==> src/rtl/pe_cu_pkg.sv <==
// Shared types and constants for the BRAM -> CU -> PE sequencer.
// Optional build macro used by the top: PE_CU_SEQ_PERF_EN.
package pe_cu_pkg;

  localparam int PKG_AW      = 3;
  localparam int PKG_DW      = 32;
  localparam int NBANK       = 8;
  localparam int RD_LAT_DEF  = 1;
  localparam int CU_LAT_DEF  = 1;
  localparam int TIMEOUT_DEF = 16;
  localparam int CNT_W       = 8;

  typedef enum logic [2:0] {
    IDLE,
    LOAD,
    ISSUE,
    WAIT_PIPE,
    WAIT_PE,
    DONE
  } state_t;

endpackage

==> src/rtl/pe_cu_wait_cnt.sv <==
// Loadable down-counter shared by the pipeline wait and the pe_v timeout.
// 'last' flags that the current decrement brings the count to zero.
module pe_cu_wait_cnt #(
  parameter int W = 8
) (
  input  logic         clk,
  input  logic         rst_n,
  input  logic         load,
  input  logic [W-1:0] load_val,
  input  logic         dec,
  output logic         zero,
  output logic         last
);

  logic [W-1:0] cnt;

  // Load has priority over decrement; the count never goes below zero.
  always_ff @(posedge clk or negedge rst_n) begin
    if (!rst_n) begin
      cnt <= '0;
    end else if (load) begin
      cnt <= load_val;
    end else if (dec && (cnt != '0)) begin
      cnt <= cnt - W'(1);
    end
  end

  assign zero = (cnt == '0);
  assign last = (cnt == W'(1));

endmodule

==> src/rtl/pe_cu_seq_ctrl.sv <==
// Sequencer for the 8-bank BRAM -> CU -> pe_256 datapath: loads the banks,
// launches a pass from a base address, waits out the pipeline, captures the
// PE result with a timeout guard. Optional build macro PE_CU_SEQ_PERF_EN adds
// the perf_cycles output (ISSUE-entry to DONE-entry cycle count, saturating).
module pe_cu_seq_ctrl
  import pe_cu_pkg::*;
#(
  parameter int AW      = PKG_AW,
  parameter int DW      = PKG_DW,
  parameter int RD_LAT  = RD_LAT_DEF,
  parameter int CU_LAT  = CU_LAT_DEF,
  parameter int TIMEOUT = TIMEOUT_DEF
) (
  input  logic          clk,
  input  logic          rst_n,
  input  logic          start,
  input  logic [AW-1:0] base_addr,
  input  logic          load_valid,
  input  logic [DW-1:0] load_data,
  output logic          load_ready,
  output logic          load_done,
  output logic          bram_en,
  output logic          bram_we,
  output logic [AW-1:0] bram_addr,
  output logic [DW-1:0] bram_din,
  input  logic          pe_v,
  input  logic [7:0]    pe_d,
  output logic          busy,
  output logic          done,
  output logic [7:0]    result,
  output logic          err_timeout
`ifdef PE_CU_SEQ_PERF_EN
  ,
  output logic [15:0]   perf_cycles
`endif
);

  state_t           state_q, state_n;
  logic [AW-1:0]    wr_cnt, wr_cnt_n;
  logic             ld_last_q, ld_last_n;
  logic             en_n, we_n, busy_n, done_n, err_n;
  logic [AW-1:0]    addr_n;
  logic [DW-1:0]    din_n;
  logic [7:0]       res_n;
  logic             cnt_load, cnt_dec, cnt_zero, cnt_last;
  logic [CNT_W-1:0] cnt_val;
  logic             accept;

  // Ready is combinational so a word can be taken in the same cycle; start wins in IDLE.
  assign load_ready = rst_n & (((state_q == IDLE) & ~start) | (state_q == LOAD));
  assign accept     = load_valid & load_ready;

  pe_cu_wait_cnt #(.W(CNT_W)) u_wait_cnt (
    .clk      (clk),
    .rst_n    (rst_n),
    .load     (cnt_load),
    .load_val (cnt_val),
    .dec      (cnt_dec),
    .zero     (cnt_zero),
    .last     (cnt_last)
  );

  // Next-state and next-value of every registered output.
  always_comb begin
    state_n   = state_q;
    wr_cnt_n  = wr_cnt;
    ld_last_n = 1'b0;
    en_n      = 1'b0;
    we_n      = 1'b0;
    addr_n    = bram_addr;
    din_n     = bram_din;
    done_n    = 1'b0;
    res_n     = result;
    err_n     = err_timeout;
    cnt_load  = 1'b0;
    cnt_dec   = 1'b0;
    cnt_val   = '0;
    unique case (state_q)
      IDLE: begin
        if (start) begin
          state_n = ISSUE;
          en_n    = 1'b1;
          addr_n  = base_addr;
          err_n   = 1'b0;
        end else if (accept) begin
          state_n  = LOAD;
          en_n     = 1'b1;
          we_n     = 1'b1;
          addr_n   = wr_cnt;
          din_n    = load_data;
          wr_cnt_n = wr_cnt + AW'(1);
        end
      end
      LOAD: begin
        if (accept) begin
          en_n     = 1'b1;
          we_n     = 1'b1;
          addr_n   = wr_cnt;
          din_n    = load_data;
          wr_cnt_n = wr_cnt + AW'(1);
          if (wr_cnt == AW'(NBANK - 1)) begin
            state_n   = IDLE;
            ld_last_n = 1'b1;
          end
        end
      end
      ISSUE: begin
        en_n     = 1'b1;
        cnt_load = 1'b1;
        cnt_val  = CNT_W'(RD_LAT + CU_LAT);
        state_n  = WAIT_PIPE;
      end
      WAIT_PIPE: begin
        en_n    = 1'b1;
        cnt_dec = 1'b1;
        if (cnt_last || cnt_zero) begin
          cnt_load = 1'b1;
          cnt_val  = CNT_W'(TIMEOUT);
          state_n  = WAIT_PE;
        end
      end
      WAIT_PE: begin
        en_n    = 1'b1;
        cnt_dec = 1'b1;
        if (pe_v) begin
          res_n   = pe_d;
          done_n  = 1'b1;
          en_n    = 1'b0;
          state_n = DONE;
        end else if (cnt_last || cnt_zero) begin
          err_n   = 1'b1;
          done_n  = 1'b1;
          en_n    = 1'b0;
          state_n = DONE;
        end
      end
      DONE: begin
        state_n = IDLE;
      end
      default: begin
        state_n = IDLE;
      end
    endcase
    // busy covers the active run; it drops as done rises.
    busy_n = (state_n == ISSUE) || (state_n == WAIT_PIPE) || (state_n == WAIT_PE);
  end

  // State and registered outputs.
  always_ff @(posedge clk or negedge rst_n) begin
    if (!rst_n) begin
      state_q     <= IDLE;
      wr_cnt      <= '0;
      ld_last_q   <= 1'b0;
      load_done   <= 1'b0;
      bram_en     <= 1'b0;
      bram_we     <= 1'b0;
      bram_addr   <= '0;
      bram_din    <= '0;
      busy        <= 1'b0;
      done        <= 1'b0;
      result      <= '0;
      err_timeout <= 1'b0;
    end else begin
      state_q     <= state_n;
      wr_cnt      <= wr_cnt_n;
      ld_last_q   <= ld_last_n;
      load_done   <= ld_last_q;
      bram_en     <= en_n;
      bram_we     <= we_n;
      bram_addr   <= addr_n;
      bram_din    <= din_n;
      busy        <= busy_n;
      done        <= done_n;
      result      <= res_n;
      err_timeout <= err_n;
    end
  end

`ifdef PE_CU_SEQ_PERF_EN
  logic [15:0] perf_cnt;

  function automatic logic [15:0] sat_inc16(input logic [15:0] v);
    return (v == 16'hFFFF) ? v : v + 16'd1;
  endfunction

  // Count from ISSUE entry; publish the count on DONE entry.
  always_ff @(posedge clk or negedge rst_n) begin
    if (!rst_n) begin
      perf_cnt    <= '0;
      perf_cycles <= '0;
    end else begin
      if (state_q == IDLE && state_n == ISSUE) begin
        perf_cnt <= '0;
      end else if (state_q == ISSUE || state_q == WAIT_PIPE || state_q == WAIT_PE) begin
        perf_cnt <= sat_inc16(perf_cnt);
      end
      if (state_q == WAIT_PE && state_n == DONE) begin
        perf_cycles <= perf_cnt;
      end
    end
  end
`endif

endmodule

==> config.mk <==
export PLATFORM = sky130hd
export DESIGN_NAME = pe_cu_seq_ctrl
export DESIGN_NICKNAME = d
export VERILOG_FILES = /design/src/rtl/pe_cu_pkg.sv /design/src/rtl/pe_cu_wait_cnt.sv /design/src/rtl/pe_cu_seq_ctrl.sv
export SDC_FILE = /design/constraint.sdc
export NUM_CORES = 1
export LEC_CHECK = 0
export ABC_AREA = 1
export CAP_MARGIN = 20
export CORE_MARGIN = 5
export CORE_UTILIZATION = 45
export CTS_CLUSTER_SIZE = 12
export DETAILED_ROUTE_END_ITERATION = 12
export GPL_TIMING_DRIVEN = 0
export HOLD_SLACK_MARGIN = 0.06
export PLACE_DENSITY_LB_ADDON = 0.3
export SYNTH_ARGS = -nofsm -noshare
export SYNTH_HDL_FRONTEND = slang
export SYNTH_SLANG_ARGS = --single-unit
==> constraint.sdc <==
create_clock -name clk -period 2.3 [get_ports clk]
set_clock_uncertainty 0.15 [all_clocks]
set_input_delay 0.575 -clock clk [delete_from_list [all_inputs] [get_ports clk]]
set_output_delay 0.575 -clock clk [all_outputs]
set_load 0.05 [all_outputs]
==> results of run 1 <==
cell usage after synthesis:
cell | number | share of area [%]
a211oi_4 | 1 | 0.71
a21oi_1 | 7 | 1.2
buf_4 | 4 | 1.1
buf_6 | 2 | 0.80
clkbuf_1 | 1 | 0.13
dfrtp_1 | 64 | 57
ha_1 | 5 | 2.2
inv_1 | 25 | 3.3
inv_2 | 4 | 0.53
mux2_2 | 8 | 3.2
nand2_1 | 142 | 19
nand2_2 | 2 | 0.44
nand2_4 | 1 | 0.40
nand3_1 | 18 | 3.2
nand3b_1 | 1 | 0.27
nand4_1 | 3 | 0.67
nor2_1 | 28 | 3.7
o21ai_0 | 4 | 0.71
o21bai_1 | 1 | 0.27
o31ai_1 | 1 | 0.27
xnor2_1 | 1 | 0.31
xor2_1 | 2 | 0.62
final timing paths:
| kind | slack (ns) | start | cells after the start | endpoint |
|---|---|---|---|---|
| worst max-delay path | 0.05 | bram_addr[0] | 1 | bram_addr[0] |
| worst min-delay path | -0.05 | rst_n | 1 | result[1] |
| worst max register to register | 0.42 | u_wait_cnt.cnt[0] | 10 | u_wait_cnt.cnt[4] |
| worst min register to register | 0.21 | ld_last_q | 0 | load_done |
| max in group asynchronous | 1.75 | rst_n | 1 | wr_cnt[1] |
| min in group clk | 0.21 | ld_last_q | 0 | load_done |
state kept, by name, indices dropped and copies added, names as in the netlist:
name / count
bram_we: 1
err_timeout: 1
result: 8
load_done: 1
busy: 1
u_wait_cnt.cnt: 8
wr_cnt: 3
bram_addr: 3
bram_en: 1
bram_din: 32
state_q: 3
ld_last_q: 1
done: 1
logic make-up (layout without fill, tap and decap cells):
kind of cell,count (synthesis),count (layout),share of synthesized area [%]
buffers and inverters,36,150,5.87
and+or+nand+nor,195,195,27.7
DFF,64,64,56.9
xor gates and xnor gates,3,3,0.934
muxes,8,8,3.20
AOI/OAI and AO/OA,14,14,3.20
adders and majority gates,5,5,2.22
area by class of cell:
class                           count  area [um2]
Fill cell                         506        1880
Buffer                              7        56.3
Clock inverter                      7        72.6
Sequential cell                    64        1600
Tap cell                           75        93.8
Inverter                           29         109
Multi-Input combinational cell    225        1050
Clock buffer                        9         124
Timing Repair Buffer               98        1000
per-layer routing:
layer  routed length [um]  up-vias  GRT usage (%)
li1                     -     1221              -
met1                 2790     1129           23.0
met2                 3400       62           29.1
met3                  341       13           4.15
met4                  116        0           7.31
met5                    0        -              0
power groups by stage:
stage | registers, uW | clock network [uW] | logic (uW)
floorplan | 3240 | 0 | 1080
global placement | 1890 | 0 | 3540
detailed placement | 1910 | 0 | 3610
CTS | 1900 | 972 | 3630
global route | 1960 | 1030 | 3870
finish | 1890 | 945 | 3590
through the flow:
step | util (%) | hold WS [ns] | setup slack (ns) | std cells
6_report | 68.6 | -0.0457 | 0.0546 | 514
5_1_grt | 68.6 | -0.0301 | 0.00736 | 514
3_5_place_dp | 64.7 | 0.193 | -1.18 | 497
3_3_place_gp | 64.7 | 0.191 | -3.32 | 497
2_1_floorplan | - | 0.129 | 0.223 | 325
4_1_cts | 68.3 | -0.0132 | 0.000420 | 514
repair_timing:
action | in CTS | in global routing
setup buffers | 1 | 0
pin swaps | 1 | 1
gates resized for setup | 10 | 4
hold endpoints to repair | 64 | 64
setup endpoints to repair | 34 | 3
==> results.sh, run 1 <==
export IMPL_setup_violations=0
export IMPL_drt_wirelength_per_cell_um=12.9
export IMPL_synth_nets=378
export IMPL_routed_wl_mm=6.65
export IMPL_yosysUniqueCellTypes=22
export IMPL_cp_top_family="buffers and inverters"
export IMPL_crit_chain="clkdlybuf4s50_1"
export IMPL_crit_fanout=3
export IMPL_hold_viol_final=47
export IMPL_drc=0
export IMPL_initial_core_util_pct=47.0
export IMPL_start_kind="flip-flop"
export IMPL_grt_pass1_wl_mm=11.0
export IMPL_grt_usage_pct=17.9
export IMPL_status="finished, violations left"
export IMPL_power_frac_comb_pct=55.9
export IMPL_p_clk_share_pct=14.7
export IMPL_tightest_slew_ns=0.526
export IMPL_max_slew_margin_pct=64.9
export IMPL_pin_count=98
export IMPL_cp_data_arrival_time_ns=1.52
export IMPL_die_area_um2=7930
export IMPL_postSynthAreaPerCell_um2=8.66
export IMPL_slowest_stage="clkdlybuf4s50_1"
export IMPL_ir_drop_mv=0.839
export IMPL_final_nets=487
export IMPL_p_per_area_nw_per_um2=1560
export IMPL_die_h_um=89.1
export IMPL_hp_class="in2async"
export IMPL_portBuffers=97
export IMPL_vias_per_cell=4.72
export IMPL_drv_slew=0
export IMPL_cts_made_buffers=9
export IMPL_fmax_ghz=0.445
export IMPL_clk_pin_slew_ns=0.07
export IMPL_grt_max_degree=66
export IMPL_gp_congestion=0.856
export IMPL_drive_gt1_share_pct=9.34
export IMPL_p_int_uw=3320
export IMPL_vias=2425
export IMPL_grt_pass1_vias=2436
export IMPL_crit_required_ns=1.57
export IMPL_synth_seq_cells=64
export IMPL_grt_overflow=0
export IMPL_power_net_switching_uw=3110
export IMPL_total_power_uw=6430
export IMPL_rows=28
export IMPL_cpPeakStageDelay_ns=0.82
export IMPL_synth_cell_area_um2=2810
export IMPL_placed_area_um2=3880
export IMPL_final_cell_mix="nand2_1 (142), clkdlybuf4s50_1 (92), dfrtp_1 (64)"
export IMPL_die_x_um=89.1
export IMPL_clockRootBuffer="clkbuf_8"
export IMPL_cts_tree="yes"
export IMPL_power_leakage_uw=0.00209
export IMPL_cts_buffer_depth=2
export IMPL_tns_ns=0
export IMPL_final_cell_area_um2=4110
export IMPL_p_sw_share_pct=48.4
export IMPL_drv_cap=0
export IMPL_first_iter_violations=145
export IMPL_synth_seq_area_share_pct=56.9
export IMPL_htree_levels=3
export IMPL_rsz0062_at_grt="false"
export IMPL_layout_commonest_cell="nand2_1"
export IMPL_fin_crit_sh_pct=97.6
export IMPL_dp_hpwl_mm=4.99
export IMPL_synthCells=325
export IMPL_clock_sinks=64
export IMPL_violations="hold timing"
export IMPL_area_growth_pct=46.0
export IMPL_seqPwrFrac_pct=29.4
export IMPL_drtAntennaViolNets=0
export IMPL_diodes=0
export IMPL_antenna_found_initial=0
export IMPL_end_kind="primary output"
export IMPL_hold_worst_slack_ns=-0.0457
export IMPL_crit_type="reg2out"
export IMPL_synth_yosys_warnings=0
export IMPL_drt_pass1_iter_count=6
export IMPL_cp_num_buf_inv=1
export IMPL_core_um2=5990
export IMPL_worstSkewPairLatency_ns=0.33
export IMPL_period_minus_slack_ns=2.25
No activity file was read; power rests on OpenSTA's default activity.
==> inputs of run 2 (changes only) <==
- CORE_MARGIN: 5 -> 2
==> run 2 against run 1 <==
  * The run still ends with hold timing left
  * Clock-buffer cell count rose by 2
  * Worst setup slack worse by 0.013 ns
  * Highest routed layer unchanged
  * Critical endpoint is now bram_addr[1]
  * Clock power is 8% higher
  * Final area rose by 0.24%
  * Non-clock buffer count is 1 higher
  * Global-route usage increased by 2.3 points
  * Via count rose by 2.3%
  * Total power rose by 1.5%
==> results.sh, run 2 (synthesis results as in run 1) <==
export IMPL_status="finished, violations left"
export IMPL_violations="hold timing"
export IMPL_period_minus_slack_ns=2.26
export IMPL_cp_num_buf_inv=1
export IMPL_die_area_um2=6900
export IMPL_ir_drop_mv=1.04
export IMPL_vias_per_cell=4.82
export IMPL_cts_tree="yes"
export IMPL_clk_pin_slew_ns=0.07
export IMPL_end_kind="primary output"
export IMPL_grt_pass1_vias=2488
export IMPL_cp_data_arrival_time_ns=1.53
export IMPL_die_x_um=83.1
export IMPL_power_leakage_uw=0.00209
export IMPL_clock_sinks=64
export IMPL_drt_pass1_iter_count=4
export IMPL_fmax_ghz=0.443
export IMPL_tns_ns=0
export IMPL_crit_chain="clkdlybuf4s50_1"
export IMPL_crit_fanout=3
export IMPL_dp_cells=497
export IMPL_layout_commonest_cell="nand2_1"
export IMPL_power_net_switching_uw=3100
export IMPL_drv_slew=0
export IMPL_portBuffers=97
export IMPL_largest_register="bram_din"
export IMPL_die_h_um=83.1
export IMPL_hold_worst_slack_ns=-0.0460
export IMPL_p_int_uw=3430
export IMPL_cts_buffer_depth=2
export IMPL_hold_viol_final=55
export IMPL_routed_wl_mm=6.62
export IMPL_diodes=0
export IMPL_clockRootBuffer="clkbuf_8"
export IMPL_htree_levels=3
export IMPL_max_slew_margin_pct=65.0
export IMPL_area_growth_pct=46.4
export IMPL_initial_core_util_pct=47.0
export IMPL_grt_max_degree=66
export IMPL_core_um2=5990
export IMPL_gp_congestion=0.898
export IMPL_grt_pass1_wl_mm=11.2
export IMPL_drc=0
export IMPL_slowest_stage="clkdlybuf4s50_1"
export IMPL_reg_top3="bram_din (32), result (8), u_wait_cnt.cnt (8)"
export IMPL_setup_violations=0
export IMPL_grt_usage_pct=20.2
export IMPL_total_power_uw=6530
export IMPL_p_clk_share_pct=15.6
export IMPL_p_sw_share_pct=47.5
export IMPL_drt_wirelength_per_cell_um=12.9
export IMPL_multi_input_area_um2=1050
export IMPL_seq_area_um2=1600
export IMPL_first_iter_violations=126
export IMPL_antenna_found_initial=0
export IMPL_largest_register_ffs=32
export IMPL_p_per_area_nw_per_um2=1580
export IMPL_final_nets=488
export IMPL_drv_cap=0
export IMPL_pin_count=98
export IMPL_dp_hpwl_mm=4.78
export IMPL_worstSkewPairLatency_ns=0.33
export IMPL_rsz0062_at_grt="false"
export IMPL_drtAntennaViolNets=0
export IMPL_vias=2480
export IMPL_start_kind="flip-flop"
export IMPL_stdcell_count=514
export IMPL_crit_type="reg2out"
export IMPL_power_frac_comb_pct=55.3
export IMPL_crit_required_ns=1.57
export IMPL_tightest_slew_ns=0.524
export IMPL_cts_made_buffers=9
export IMPL_cpPeakStageDelay_ns=0.83
export IMPL_rows=28
export IMPL_grt_overflow=0
export IMPL_fillers=490
export IMPL_final_cell_mix="nand2_1 (142), clkdlybuf4s50_1 (93), dfrtp_1 (64)"
export IMPL_fin_crit_sh_pct=98.2
export IMPL_drive_gt1_share_pct=9.11
export IMPL_seqPwrFrac_pct=29.0
export IMPL_hp_class="in2async"
export IMPL_cp_top_family="buffers and inverters"
==> run 2: changes by cell type in the layout (fill, tap and decap cells not counted), sizes merged <==
cell | previous run | this run
clkbuf | 10 | 12
clkinvlp | 2 | 0
bufinv | 1 | 2
dlymetal6s2s | 3 | 2
buf | 9 | 10
clkdlybuf4s50 | 92 | 93
clkinv | 4 | 2
==> run 2: path summary, 6_finish.rpt <==
path                       cells past startpoint           endpoint  slack [ns]              start
setup / recovery                               1       bram_addr[1]        0.04       bram_addr[1]
hold / removal                                 1          result[0]       -0.05              rst_n
setup reg to reg                              10  u_wait_cnt.cnt[4]        0.34  u_wait_cnt.cnt[0]
hold reg to reg                                0          load_done        0.21          ld_last_q
max in group asynchronous                      1  u_wait_cnt.cnt[3]        1.75              rst_n
min in group clk                               0          load_done        0.21          ld_last_q
==> run 2: final cells by class <==
type / count / area share (%)
clock buffers: 11 / 3.19
flip-flops and latches: 64 / 38.9
repair buffers: 99 / 24.5
inverters: 29 / 2.64
multi-input cells: 225 / 25.4
plain buffers: 7 / 1.37
clock inverters: 4 / 1.70
well taps: 75 / 2.28
==> run 2: stage by stage <==
step | area, um2 | util, % | worst slack, ns
finish | 4120 | 68.8 | 0.0416
global route | 4120 | 68.8 | 0.00309
CTS | 4110 | 68.5 | 0.00180
detailed placement | 3880 | 64.7 | -1.17
global placement | 3880 | 64.7 | -3.34
floorplan | 2810 | - | 0.223
==> run 2: what timing repair did <==
action                     in CTS  in global routing
pin swaps                       1                  1
buffers inserted                2                  0
gates resized for setup        10                  4
setup endpoints to repair      34                  2
hold endpoints to repair       64                 64
==> run 2: power by group through the flow <==
stage	Combinational [uW]	Sequential, uW	Clock [uW]
after floorplan	1080	3240	0
after global placement	3530	1890	0
after detailed placement	3600	1910	0
after CTS	3630	1890	1040
after global routing	3880	1950	1080
final	3610	1900	1020
==> run 2: metal layers <==
| layer | part of all wire (%) | routed length (um) | track usage, % |
|---|---|---|---|
| met1 | 44 | 2910 | 25.1 |
| met2 | 49 | 3280 | 33.7 |
| met3 | 4.3 | 286 | 4.17 |
| met4 | 2.2 | 146 | 9.39 |
| met5 | 0 | 0 | 0 |
==> inputs of run 3 (changes only) <==
- CORE_UTILIZATION: 45 -> 47
- CTS_BUF_LIST: unset -> sky130_fd_sc_hd__clkbuf_2 sky130_fd_sc_hd__clkbuf_4 sky130_fd_sc_hd__clkbuf_8
==> run 3 against run 2 <==
  * The run still ends with hold timing left
  * Worst hold slack better by 0.0041 ns
  * Total power is 0.36% higher
  * Sequential power hardly changed
  * Clock power hardly changed
  * Global-route usage is 0.84 points higher
  * Largest power group unchanged
==> results.sh, run 3 (synthesis results as in run 1) <==
export IMPL_status="finished, violations left"
export IMPL_violations="hold timing"
export IMPL_rr_startpoint="u_wait_cnt.cnt[0]"
export IMPL_final_cell_mix="nand2_1 (142), clkdlybuf4s50_1 (91), dfrtp_1 (64)"
export IMPL_drv_cap=0
export IMPL_clockRootBuffer="clkbuf_8"
export IMPL_fin_crit_sh_pct=97.5
export IMPL_max_slew_margin_pct=63.6
export IMPL_die_x_um=81.4
export IMPL_worstSkewPairLatency_ns=0.33
export IMPL_start_kind="flip-flop"
export IMPL_htree_levels=3
export IMPL_cp_top_family="buffers and inverters"
export IMPL_critPathCapture="bram_din[16]"
export IMPL_cp_depth=1
export IMPL_vias=2416
export IMPL_drtAntennaViolNets=0
export IMPL_dp_slack_ns=-1.20
export IMPL_initial_core_util_pct=48.1
export IMPL_setup_violations=0
export IMPL_slowest_stage="clkdlybuf4s50_1"
export IMPL_rsz0062_at_grt="false"
export IMPL_diodes=0
export IMPL_final_core_util_pct=70.5
export IMPL_hold_worst_slack_ns=-0.0419
export IMPL_cts_made_buffers=9
export IMPL_layout_commonest_cell="nand2_1"
export IMPL_routed_wl_mm=6.57
export IMPL_grt_pass1_vias=2386
export IMPL_hp_class="in2async"
export IMPL_largest_register="bram_din"
export IMPL_drt_wirelength_per_cell_um=12.8
export IMPL_grt_usage_pct=21.0
export IMPL_ir_drop_mv=0.939
export IMPL_crit_type="reg2out"
export IMPL_reg2reg_depth=9
export IMPL_area_growth_pct=46.6
export IMPL_cts_buffer_depth=2
export IMPL_r2r_end="u_wait_cnt.cnt[0]"
export IMPL_gp_congestion=0.863
export IMPL_portBuffers=97
export IMPL_largest_register_ffs=32
export IMPL_die_area_um2=6620
export IMPL_worst_slack_ns=0.0571
export IMPL_crit_required_ns=1.57
export IMPL_cts_tree="yes"
export IMPL_drive_gt1_share_pct=9.57
export IMPL_pin_count=98
export IMPL_fmax_ghz=0.446
export IMPL_grt_max_degree=66
export IMPL_cpPeakStageDelay_ns=0.82
export IMPL_period_minus_slack_ns=2.24
export IMPL_clk_pin_slew_ns=0.07
export IMPL_end_kind="primary output"
export IMPL_die_h_um=81.4
export IMPL_crit_fanout=2
export IMPL_cp_data_arrival_time_ns=1.52
export IMPL_final_nets=487
export IMPL_hold_viol_final=52
export IMPL_power_leakage_uw=0.00211
export IMPL_antenna_found_initial=0
export IMPL_core_um2=5850
export IMPL_clock_sinks=64
export IMPL_rows=28
export IMPL_critical_path_startpoint="bram_din[16]"
export IMPL_reg_top3="bram_din (32), result (8), u_wait_cnt.cnt (8)"
export IMPL_crit_chain="clkdlybuf4s50_1"
export IMPL_grt_pass1_wl_mm=10.6
export IMPL_dp_hpwl_mm=4.76
export IMPL_r2r_setup_slack_ns=0.37
export IMPL_drv_slew=0
export IMPL_cp_num_buf_inv=1
export IMPL_drt_pass1_iter_count=4
export IMPL_p_per_area_nw_per_um2=1590
export IMPL_vias_per_cell=4.70
export IMPL_fillers=474
export IMPL_tightest_slew_ns=0.546
export IMPL_first_iter_violations=126
export IMPL_drc=0
export IMPL_grt_overflow=0
[run 3: cell count changes in the layout (fill, tap and decap cells not counted)]
cell | previous run | this run
dlymetal6s2s_1 | 2 | 3
dlygate4sd2_1 | 0 | 1
buf_4 | 6 | 5
clkinv_2 | 2 | 3
clkdlybuf4s50_1 | 93 | 91
clkbuf_1 | 3 | 1
clkinv_4 | 0 | 1
clkbuf_4 | 0 | 1
[run 3: cell type report]
type	count	area (um2)	share of cell area (%)
Sequential cell	64	1600	38.8
Buffer	7	56.3	1.36
Timing Repair Buffer	98	1000	24.3
Inverter	29	109	2.64
Clock buffer	10	131	3.18
Tap cell	75	93.8	2.27
Multi-Input combinational cell	225	1050	25.4
Clock inverter	6	83.8	2.03
[run 3: per-layer routing]
metal	vias up	share of wire [%]	global-route usage, %	wire [um]
li1	1222	-	-	-
met2	53	52	34.6	3390
met5	-	0	0	0
met1	1132	43	26.4	2820
met4	0	1.2	7.97	80
met3	9	4.1	5.78	266
[run 3: what timing repair did]
action / in CTS / in global routing
hold endpoints to repair: 64 / 64
gates resized for setup: 11 / 5
setup buffers: 1 / 0
pin swaps: 1 / 0
endpoints found under the setup margin: 34 / 4
[run 3: worst min path at each step]
| stage | from | to | cells past startpoint |
|---|---|---|---|
| 2_1_floorplan | rst_n | bram_addr[0] | 0 |
| 3_5_place_dp | ld_last_q | load_done | 0 |
| 5_1_grt | rst_n | result[7] | 1 |
| 6_report | rst_n | result[1] | 1 |
| 4_1_cts | rst_n | result[7] | 1 |
| 3_3_place_gp | ld_last_q | load_done | 0 |
[run 3: through the flow]
| step | setup TNS (ns) | area [um2] | instances | hold slack (ns) | total power [uW] |
|---|---|---|---|---|---|
| 2_1_floorplan | 0 | 2810 | 325 | 0.129 | 4310 |
| 3_3_place_gp | -214.56 | 3880 | 497 | 0.187 | 5420 |
| 3_5_place_dp | -17.75 | 3880 | 497 | 0.201 | 5520 |
| 4_1_cts | 0 | 4110 | 514 | -0.0238 | 6600 |
| 5_1_grt | 0 | 4130 | 514 | -0.0364 | 6960 |
| 6_report | 0 | 4130 | 514 | -0.0419 | 6550 |
[run 3: power by group]
part	total (uW)	switching (uW)	internal (uW)
Clock	1050	428	619
Sequential	1900	290	1610
Combinational	3600	2400	1200
Total	6550	3120	3430
